===== config.mk =====
export PLATFORM = sky130hd
export DESIGN_NAME = rx_edge_bit_sampler
export DESIGN_NICKNAME = d
export VERILOG_FILES = /design/src/rtl/uart_rx_pkg.sv /design/src/rtl/rx_sync_ff.sv /design/src/rtl/rx_edge_bit_sampler.sv
export SDC_FILE = /design/constraint.sdc
export NUM_CORES = 1
export LEC_CHECK = 0
export CAP_MARGIN = 25
export CORE_ASPECT_RATIO = 0.8
export CORE_MARGIN = 2
export CORE_UTILIZATION = 40
export DETAILED_ROUTE_END_ITERATION = 10
export GPL_TIMING_DRIVEN = 0
export PLACE_DENSITY_LB_ADDON = 0.08
export SYNTH_ARGS = -nofsm -noshare
export SYNTH_HDL_FRONTEND = slang
export SYNTH_SLANG_ARGS = --single-unit

===== constraint.sdc =====
create_clock -name CLK -period 2.55 [get_ports CLK]
set_input_delay 0.255 -clock CLK [delete_from_list [all_inputs] [get_ports CLK]]
set_output_delay 0.255 -clock CLK [all_outputs]
set_load 0.005 [all_outputs]

===== src/rtl/uart_rx_pkg.sv =====
// Shared UART receiver constants: default widths, legal oversampling ratios
// and bit_cnt indices used by the sampler and the RX control FSM.
package uart_rx_pkg;

    localparam int unsigned PRESCALE_W_DEF = 6;
    localparam int unsigned BIT_CNT_W_DEF  = 4;

    localparam int unsigned PRESCALE_8  = 8;
    localparam int unsigned PRESCALE_16 = 16;
    localparam int unsigned PRESCALE_32 = 32;

    localparam int unsigned START_IDX      = 0;
    localparam int unsigned FIRST_DATA_IDX = 1;
    localparam int unsigned LAST_DATA_IDX  = 8;

    function automatic logic prescale_legal(input int unsigned p);
        return (p == PRESCALE_8) || (p == PRESCALE_16) || (p == PRESCALE_32);
    endfunction

endpackage


===== src/rtl/rx_sync_ff.sv =====
// Multi-flop synchroniser for the serial line; every stage presets to idle (1).
module rx_sync_ff #(
    parameter int unsigned STAGES = 2
) (
    input  logic CLK,
    input  logic RST,
    input  logic d,
    output logic q
);

    logic [STAGES-1:0] chain;

    always_ff @(posedge CLK or negedge RST) begin
        if (!RST) begin
            chain <= '1;
        end else begin
            chain <= {chain[STAGES-2:0], d};
        end
    end

    assign q = chain[STAGES-1];

endmodule


===== src/rtl/rx_edge_bit_sampler.sv =====
// UART RX timing front end: line synchroniser, oversample/bit counters and
// a three-sample mid-bit majority voter.
module rx_edge_bit_sampler
    import uart_rx_pkg::*;
#(
    parameter int unsigned SYNC_STAGES = 2,
    parameter int unsigned PRESCALE_W  = PRESCALE_W_DEF,
    parameter int unsigned BIT_CNT_W   = BIT_CNT_W_DEF
) (
    input  logic                  CLK,
    input  logic                  RST,
    input  logic                  RX_IN,
    input  logic [PRESCALE_W-1:0] prescale,
    input  logic                  enable,
    input  logic                  data_sample_enable,
    input  logic                  reset_counters,
    output logic                  rx_sync,
    output logic [PRESCALE_W-1:0] edge_cnt,
    output logic [BIT_CNT_W-1:0]  bit_cnt,
    output logic                  sampled_bit,
    output logic                  sample_valid,
    output logic                  prescale_err
);

    logic                  s0, s1, s2;
    logic [PRESCALE_W:0]   edge_inc;
    logic                  at_wrap;
    logic [PRESCALE_W-1:0] mid;
    logic                  vote;

    rx_sync_ff #(
        .STAGES(SYNC_STAGES)
    ) u_sync (
        .CLK(CLK),
        .RST(RST),
        .d  (RX_IN),
        .q  (rx_sync)
    );

    // Wrap on edge_cnt >= prescale-1, so a prescale lowered mid-bit still wraps.
    always_comb begin
        edge_inc = {1'b0, edge_cnt} + (PRESCALE_W+1)'(1);
        at_wrap  = edge_inc >= {1'b0, prescale};
        mid      = prescale >> 1;
        vote     = (s0 & s1) | (s0 & s2) | (s1 & s2);
    end

    always_ff @(posedge CLK or negedge RST) begin
        if (!RST) begin
            prescale_err <= 1'b0;
        end else begin
            prescale_err <= !prescale_legal(32'(prescale));
        end
    end

    always_ff @(posedge CLK or negedge RST) begin
        if (!RST) begin
            edge_cnt <= '0;
            bit_cnt  <= '0;
        end else if (reset_counters) begin
            edge_cnt <= '0;
            bit_cnt  <= '0;
        end else if (enable && at_wrap) begin
            edge_cnt <= '0;
            if (bit_cnt != '1) begin
                bit_cnt <= bit_cnt + BIT_CNT_W'(1);
            end
        end else if (enable) begin
            edge_cnt <= edge_cnt + PRESCALE_W'(1);
        end
    end

    always_ff @(posedge CLK or negedge RST) begin
        if (!RST) begin
            s0           <= 1'b1;
            s1           <= 1'b1;
            s2           <= 1'b1;
            sampled_bit  <= 1'b1;
            sample_valid <= 1'b0;
        end else begin
            sample_valid <= 1'b0;
            if (enable && data_sample_enable) begin
                if (edge_cnt == mid - PRESCALE_W'(1)) s0 <= rx_sync;
                if (edge_cnt == mid)                  s1 <= rx_sync;
                if (edge_cnt == mid + PRESCALE_W'(1)) s2 <= rx_sync;
                // Vote one cycle after the last capture so s2 is already settled.
                if (edge_cnt == mid + PRESCALE_W'(2) && !prescale_err) begin
                    sampled_bit  <= vote;
                    sample_valid <= 1'b1;
                end
            end
        end
    end

endmodule


After elaboration in Yosys (flattened, before gate mapping)

Index checks and enable logic that the tools add are counted.

Flip-flop bits (word level): 18
Input port bits: 12
Output and inout bits: 14
Logic and storage cells: 52

Add/sub/neg operators: 6
$lt $le $gt $ge: 1
Eq/ne operators: 8
Mux-type cells: 8
Bitwise gates (word level): 5
Reduce and logical (&&, ||, !) cells: 15

Operators with widths:

| kind                                                                  | number |
|---|---|
| 6-bit equality test                                                   | 3 |
| 6-bit 2-to-1 mux                                                      | 3 |
| 4-bit 2-to-1 mux                                                      | 3 |
| 2-bit AND reduction                                                   | 5 |
| 6-bit by 1-bit adder with 7-bit output, second input constant         | 1 |
| 7-bit by 6-bit greater-or-equal comparator with 1-bit output          | 1 |
| 5-bit by 1-bit adder with 6-bit output, second input constant         | 1 |
| 5-bit by 2-bit adder with 6-bit output, second input constant         | 1 |
| 6-bit by 1-bit adder with 6-bit output, second input constant         | 1 |
| 6-bit by 4-bit equality test with 1-bit output, second input constant | 1 |
| 6-bit by 5-bit equality test with 1-bit output                        | 1 |
| 6-bit by 5-bit equality test with 1-bit output, second input constant | 1 |
| 6-bit equality test, second input constant                            | 1 |
| 5-bit by 1-bit subtractor with 6-bit output, second input constant    | 1 |
| 4-bit by 1-bit adder with 4-bit output, second input constant         | 1 |
| 4-bit inequality test, second input constant                          | 1 |
| 2-bit nonzero test                                                    | 2 |
| 1-bit bitwise AND                                                     | 3 |
| 1-bit logical AND                                                     | 3 |
| 3-bit nonzero test                                                    | 1 |
| 1-bit zero test                                                       | 2 |
| 1-bit logical OR                                                      | 2 |
| 1-bit 2-to-1 mux                                                      | 2 |
| 1-bit bitwise OR                                                      | 2 |

Logic depth before layout (Yosys ltp)

Gate-level depths: netlist of the first run.

Depth after elaboration: 5
Depth in mapped cells: 11
Depth with buffers taken out: 9

Modules after synthesis

A second synthesis of the first run with hierarchy kept.

Cell total of the unflattened synthesis: 160
Area total of the unflattened synthesis: 1,478.9 µm²

Modules (own cells, without submodules):

| module              | instances | cells each | area each (µm²) | seq. area each (µm²) |
|---|---|---|---|---|
| rx_edge_bit_sampler | 1         | 158        | 1,426.4         | 405.4 |
| rx_sync_ff          | 1         | 2          | 52.6            | 52.6 |

Least setup slack after synthesis of the first run

Ideal clock, no wire load.

Path type: register to register
From: register edge_cnt[2]
To: register bit_cnt[0]
Setup time: 119 ps
Arrival: 2,160 ps
Required time: 2,431 ps
Slack: 271 ps
Cell stages (with the launch flop): 11
Path buffers: 2
Period minus slack after synthesis: 2,279 ps
Path through: dfrtp_1 > clkbuf_1 > nand3_1 > xnor2_1 > ha_1 > a21oi_1 > o221ai_1 > o21bai_1 > buf_2 > mux2i_1 > nand2_1

Cells in the longest elaborated chain, start to end: 5

Ends and longest elaborated chain:

| what                                                         | line                      | RTL |
|---|---|---|
| start, declared                                              | rx_edge_bit_sampler.sv:18 | `output logic [PRESCALE_W-1:0] edge_cnt,` |
| start signal, assigned                                       | rx_edge_bit_sampler.sv:69 | `edge_cnt <= edge_cnt + PRESCALE_W'(1);` |
| 6-bit by 1-bit adder with 7-bit output                       | rx_edge_bit_sampler.sv:42 | `edge_inc = {1'b0, edge_cnt} + (PRESCALE_W+1)'(1);` |
| 7-bit by 6-bit greater-or-equal comparator with 1-bit output | rx_edge_bit_sampler.sv:43 | `at_wrap = edge_inc >= {1'b0, prescale};` |
| 1-bit logical AND                                            | rx_edge_bit_sampler.sv:63 | `end else if (enable && at_wrap) begin` |
| 2-bit nonzero test (no source line)                          | --                        |  |
| 2-bit AND reduction (no source line)                         | --                        |  |
| end signal, assigned                                         | rx_edge_bit_sampler.sv:66 | `bit_cnt <= bit_cnt + BIT_CNT_W'(1);` |
| end, declared                                                | rx_edge_bit_sampler.sv:19 | `output logic [BIT_CNT_W-1:0] bit_cnt,` |

No other way between the ends.
A chain may end at the register's enable or synchronous reset.

Final worst setup path of the first run

From: input prescale[3]
To: register s0

Cells in the longest elaborated chain, start to end: 3

Ends and longest elaborated chain:

| what                                        | line                      | RTL |
|---|---|---|
| start, declared                             | rx_edge_bit_sampler.sv:13 | `input logic [PRESCALE_W-1:0] prescale,` |
| 5-bit by 1-bit subtractor with 6-bit output | rx_edge_bit_sampler.sv:83 | `if (edge_cnt == mid - PRESCALE_W'(1)) s0 <= rx_sync;` |
| 6-bit equality test                         | rx_edge_bit_sampler.sv:83 |  |
| 2-bit AND reduction (no source line)        | --                        |  |
| end signal, assigned                        | rx_edge_bit_sampler.sv:83 |  |
| end, declared                               | rx_edge_bit_sampler.sv:25 | `logic s0, s1, s2;` |

No other way between the ends.

==> results of run 1 <==
-- worst max-delay path by stage --
stage                     start         end  slack [ns]
floorplan           edge_cnt[2]  bit_cnt[0]        0.27
global placement    prescale[3]          s0       -0.40
finish              prescale[3]          s0        0.09
CTS                 prescale[3]          s0       0.004
global route        prescale[3]          s0      -0.002
detailed placement  prescale[3]          s0       -0.39
-- worst max-delay path: cells and delay by family --
family	cells	cell delay [ns]
compound gates	3	0.61
fa+ha+maj	1	0.25
buf+inv	3	0.85
mux	2	0.66
-- where the power goes --
group	switching, mW	internal, mW	total (mW)
Clock	0.0903	0.137	0.227
Sequential	0.0267	0.328	0.355
Combinational	0.124	0.140	0.264
-- state kept, by name (all words and copies together) (netlist names) --
signal,flops
bit_cnt,4
edge_cnt,6
prescale_err,1
s0,1
s1,1
s2,1
sample_valid,1
sampled_bit,1
u_sync.chain,2
-- metrics by stage --
stage          cell area [µm²]    util  power [mW]  setup slack (ns)
2_1_floorplan             1469       -      0.4983            0.2709
3_3_place_gp              1762  0.5076      0.5874           -0.3981
3_5_place_dp              1762  0.5076      0.5918           -0.3893
4_1_cts                   1819  0.5242      0.8250          0.004236
5_1_grt                   1891  0.5447      0.9100         -0.001571
6_report                  1891  0.5447      0.8457           0.09242
-- what timing repair did --
action | 4_1_cts | 5_1_grt
resized for setup | 3 | 10
pin swaps | 0 | 1
setup buffers | 0 | 7
hold buffers | 0 | 0
setup endpoints to repair | 5 | 11
hold endpoints to repair | 0 | 0
-- cell type report --
cell class                      count  share of cell area
Sequential cell                    18              0.2442
Buffer                              9             0.02515
Multi-Input combinational cell    126              0.5050
Inverter                            7             0.01390
Timing Repair Buffer               31              0.1549
Tap cell                           42             0.02780
Clock buffer                        4             0.02912
-- logic make-up after synthesis --
logic type | Yosys count | synth area share
AO/OA/AOI/OAI | 37 | 0.1678
multiplexers | 8 | 0.05877
buffers and inverters | 16 | 0.04514
AND/OR/NAND/NOR | 51 | 0.1959
flip-flops | 18 | 0.3118
adder cells (fa/ha/maj) | 15 | 0.1261
XOR/XNOR | 15 | 0.09455
-- routing by layer --
layer | up-vias | wire length, µm
met2 | 28 | 1645
met5 | - | 0
met3 | 2 | 138
met4 | 0 | 9
li1 | 657 | -
met1 | 654 | 1737
-- layout by cell type, fill, tap and decap left out, types with 3 or more instances in the layout --
master | synthesis | final
clkdlybuf4s50_1 | 0 | 24
ha_1 | 14 | 13
nand2_1 | 10 | 10
nand3_1 | 9 | 9
o21ai_0 | 9 | 9
dfrtp_1 | 12 | 9
buf_4 | 0 | 8
a21oi_1 | 8 | 8
xnor2_1 | 7 | 7
inv_1 | 7 | 7
nor2_1 | 7 | 7
xor2_1 | 7 | 7
dfstp_2 | 6 | 6
nor3_1 | 5 | 5
mux2_2 | 5 | 5
buf_2 | 5 | 4
nand2b_1 | 4 | 4
nand3b_1 | 4 | 4
clkbuf_8 | 0 | 4
mux2i_1 | 3 | 3
a31oi_1 | 3 | 3
dfrtp_2 | 0 | 3
==> impl_metrics.py, run 1 <==
metrics = {
    "outcome": {
        "status": "completed",
    },
    "global_route": {
        "top_usage_layer": "met2",
        "grt_overflow": 0,
        "met2_usage": 0.2884,
        "grt_max_degree": 19,
        "grt_pass1_vias": 1222,
        "use_met3": 0.04174,
        "grt_pass1_wl_um": 5809,
        "antenna_found_initial": 0,
        "grtUsageMet1": 0.2478,
        "track_usage": 0.1788,
    },
    "placed_design": {
        "io_buffer_count": 24,
        "gp_congestion": 0.8473,
        "placedCellCount": 226,
        "dpl.hpwl_um": 2686,
    },
    "clocking": {
        "cts_root_buf": "clkbuf_8",
        "cts_tree": "built",
        "insertion_delay_ns": 0.25,
        "clkSinkCount": 18,
        "path_clk_slew_ns": 0.06,
        "cts_buffers": 3,
        "htreeDepth": 1,
        "cts_max_path_buffers": 2,
    },
    "die": {
        "core_area_um2": 3471,
        "initial_core_util": 0.4232,
        "die_area_um2": 4176,
        "ios": 26,
        "die_w_um": 71.75,
        "rows": 19,
        "die_h_um": 58.20,
    },
    "critical_path": {
        "max_stage_delay_ns": 0.51,
        "reg2reg_depth": 10,
        "endpoint_kind": "register",
        "crit_top_cell": "mux2_2",
        "path_max_fanout": 8,
        "arrival_ns": 2.63,
        "cp_cell_sequence": "clkdlybuf4s50_1 -> buf_2 -> inv_1 -> ha_1 -> a21boi_2 -> mux2_2 -> o211ai_1 -> o2111ai_1 -> mux2_2",
        "slowest_stage": "clkdlybuf4s50_1",
        "required_ns": 2.72,
        "reg2reg_slack_ns": 0.21,
        "reg2reg_to": "edge_cnt[0]",
        "crit_type": "primary input to register",
        "start_kind": "primary input",
        "r2r-start": "edge_cnt[2]",
    },
    "synthesis": {
        "synth_top_cell_by_area": "dfrtp_1",
        "syn-num-nets": 186,
        "ys_top_cells_by_count": "ha_1 (14), dfrtp_1 (12), nand2_1 (10)",
        "synth_cell_type_count": 43,
        "netlist_top_cells_area": "dfrtp_1 (20%), ha_1 (12%), dfstp_2 (11%)",
        "ys_warn_count": 0,
        "synthArstFlopShare": 1.000,
        "avgSynthCellArea_um2": 9.181,
        "synth.most_common_cell": "ha_1",
        "yosysSeqAreaShare": 0.3118,
        "synth_area_um2": 1469,
        "synth-main-ff-cell": "dfrtp_1",
        "ys_ff_latch": 18,
        "postSynthCellCount": 160,
        "synth_edf_count": 0,
        "yosysTopAreaCellShare": 0.2044,
    },
    "flow_run": {
        "drv_cap": 0,
    },
    "worst_hold_path": {
        "worstHoldEndpoint": "u_sync.chain[1]",
        "hp-class": "register to register",
        "min-delay-start": "u_sync.chain[0]",
        "whs_path_depth": 0,
    },
    "finish": {
        "area_growth_pct": 28.71,
        "final_cells": 237,
        "nNetsFinal": 222,
        "drive_above_1_share": 0.1949,
        "antenna_cells": 0,
        "seqCellArea_um2": 461.7,
        "fillers": 331,
        "multi_input_area_um2": 954.7,
    },
    "pwr": {
        "leakagePower_nw": 0.7935,
        "pwr_density_cell_nw_per_um2": 447.3,
        "ir_drop_v": 0.0003248,
    },
    "routing": {
        "postRouteAntennaNets": 0,
        "vias": 1341,
        "first_pass_iters": 4,
        "vias_per_cell": 5.658,
        "post_drt_wl_per_cell_um": 14.90,
        "wl_um": 3531,
        "drtIter0Drc": 61,
        "drc": 0,
    },
    "timing": {
        "min_period_over_period": 0.9638,
        "fmaxAchievable_ghz": 0.4069,
        "worst_pin_slew_ns": 0.8149,
        "fin_skew_ns": 0.007381,
        "setup-violations-final": 0,
        "fin_hold_ws_ns": 0.3572,
        "maxSlewHeadroom": 0.4550,
        "finalHoldViolCount": 0,
        "finalCriticalPeriod_ns": 2.458,
        "slew_violations": 0,
        "setup_tns_ns": 0,
    },
}
(Power assumes the default switching activity.)
==> run 2, diff against run 1 <==
--- a/config.mk
+++ b/config.mk
@@ -7,10 +7,8 @@
 export LEC_CHECK = 0
 export CAP_MARGIN = 25
 export CORE_ASPECT_RATIO = 0.8
-export CORE_MARGIN = 2
 export CORE_UTILIZATION = 40
 export DETAILED_ROUTE_END_ITERATION = 10
-export GPL_TIMING_DRIVEN = 0
 export PLACE_DENSITY_LB_ADDON = 0.08
 export SYNTH_ARGS = -nofsm -noshare
 export SYNTH_HDL_FRONTEND = slang
==> impl_metrics.py, run 2 (synthesis results as in run 1) <==
metrics = {
    "finish": {
        "multi_input_area_um2": 944.7,
        "top_register": "edge_cnt",
        "fillers": 312,
        "nNetsFinal": 222,
        "layout_commonest_cell": "clkdlybuf4s50_1",
        "top_regs": "edge_cnt x6, bit_cnt x4, u_sync.chain x2",
        "seqCellArea_um2": 457.9,
        "final_cells": 237,
        "drive_above_1_share": 0.1641,
        "area_growth_pct": 28.62,
        "layout_common_cells": "clkdlybuf4s50_1 (25), buf_4 (15), ha_1 (14), dfrtp_1 (12), nand2_1 (10)",
        "antenna_cells": 0,
        "largest_register_ffs": 6,
        "fin_util": 0.5443,
    },
    "clocking": {
        "cts_max_path_buffers": 2,
        "postCtsSetupBuffers": 0,
        "cts_tree": "built",
        "htreeDepth": 1,
        "insertion_delay_ns": 0.25,
        "path_clk_slew_ns": 0.06,
        "hold_buffers": 0,
        "postCtsResizedCells": 0,
        "cts_root_buf": "clkbuf_8",
        "cts_buffers": 3,
        "clkSinkCount": 18,
    },
    "placed_design": {
        "io_buffer_count": 25,
        "gp_congestion": 0.8652,
        "dpl.hpwl_um": 2825,
        "placedCellCount": 233,
    },
    "routing": {
        "vias_per_cell": 5.675,
        "post_drt_wl_per_cell_um": 15.41,
        "drc": 0,
        "first_pass_iters": 4,
        "vias": 1345,
        "drtIter0Drc": 112,
        "postRouteAntennaNets": 0,
        "wl_um": 3651,
    },
    "critical_path": {
        "crit_top_cell": "ha_1",
        "reg2reg_depth": 10,
        "reg2reg_to": "bit_cnt[1]",
        "cp_cell_sequence": "ha_1 -> nand3_1 -> xnor2_1 -> ha_1 -> a21oi_1 -> o221ai_1 -> o21bai_1 -> buf_4 -> a41oi_1 -> o22ai_1",
        "reg2reg_slack_ns": 0.22,
        "path_max_fanout": 14,
        "required_ns": 2.68,
        "max_stage_delay_ns": 0.37,
        "start_kind": "register",
        "arrival_ns": 2.46,
        "slowest_stage": "dfrtp_1",
        "crit_type": "register to register",
        "endpoint_kind": "register",
        "r2r-start": "edge_cnt[0]",
    },
    "die": {
        "die_w_um": 69.75,
        "core_area_um2": 3471,
        "die_h_um": 56.20,
        "initial_core_util": 0.4232,
        "die_area_um2": 3920,
        "ios": 26,
        "rows": 19,
    },
    "global_route": {
        "grt_pass1_wl_um": 6210,
        "grt_max_degree": 19,
        "track_usage": 0.1997,
        "grt_overflow": 0,
        "grt_pass1_vias": 1329,
        "antenna_found_initial": 0,
    },
    "worst_hold_path": {
        "whs_path_depth": 0,
        "hp-class": "register to register",
        "min-delay-start": "u_sync.chain[0]",
        "worstHoldEndpoint": "u_sync.chain[1]",
    },
    "pwr": {
        "pwr_density_cell_nw_per_um2": 431.2,
        "p_int_mw": 0.5729,
        "power_mw": 0.8147,
        "leakagePower_nw": 0.8002,
        "p_switching_mw": 0.2418,
        "switching_share": 0.2968,
        "power.clock.fraction": 0.245,
        "ir_drop_v": 0.0003030,
        "p_seq_frac": 0.431,
        "pwr-share-comb": 0.324,
    },
    "timing": {
        "setup_tns_ns": 0,
        "finalHoldViolCount": 0,
        "slew_violations": 0,
        "min_period_over_period": 0.9146,
        "setup-violations-final": 0,
        "rsz0062_at_grt": "false",
        "fmaxAchievable_ghz": 0.4288,
        "maxSlewHeadroom": 0.4584,
        "worst_pin_slew_ns": 0.8098,
        "finalCriticalPeriod_ns": 2.332,
        "fin_hold_ws_ns": 0.3614,
        "fin_skew_ns": 0.001032,
    },
    "outcome": {
        "status": "completed",
    },
    "flow_run": {
        "drv_cap": 0,
    },
}
run 2: per-stage QoR:
step	setup slack [ns]	area, µm²
after global placement	0.2102	1844
after floorplan	0.2709	1469
after global routing	0.01759	1889
final	0.2177	1889
after detailed placement	0.1511	1844
after CTS	0.2386	1889
run 2: power by group through the flow:
stage	clock, mW	sequential, mW	combinational [mW]
floorplan	0	0.358	0.140
global placement	0	0.354	0.258
detailed placement	0	0.356	0.263
CTS	0.209	0.350	0.265
global route	0.223	0.355	0.291
finish	0.200	0.351	0.264
run 2: how the worst max path moves through the flow:
stage / from / endpoint / cells past startpoint
after floorplan: edge_cnt[2] / bit_cnt[0] / 10
after global placement: prescale[2] / s0 / 8
after detailed placement: prescale[2] / s0 / 8
after CTS: edge_cnt[0] / bit_cnt[1] / 10
after global routing: edge_cnt[0] / edge_cnt[2] / 10
final: edge_cnt[0] / bit_cnt[1] / 10
run 2: routing by layer:
layer  routed length [µm]  share of wire  track usage  vias up
met5                    0              0            0        -
met4                   30         0.0082      0.04857        0
met3                  126          0.035      0.04167        4
met2                 1736           0.48       0.3259       27
met1                 1758           0.48       0.2719      658
li1                     -              -            -      656
run 2: layout make-up:
cell class / instances / share of cell area
clock buffer: 4 / 0.02384
inverter: 7 / 0.01391
multi-input combinational: 126 / 0.5000
sequential: 18 / 0.2424
tap: 42 / 0.02781
timing repair buffer: 40 / 0.1921
run 2: worst max-delay path: cells and delay by family (launching register included):
kind	cells	cell delay (ns)
compound gates	5	0.75
xor+xnor	1	0.23
buf+inv	1	0.19
simple gates	1	0.12
flops	1	0.37
fa+ha+maj	2	0.55
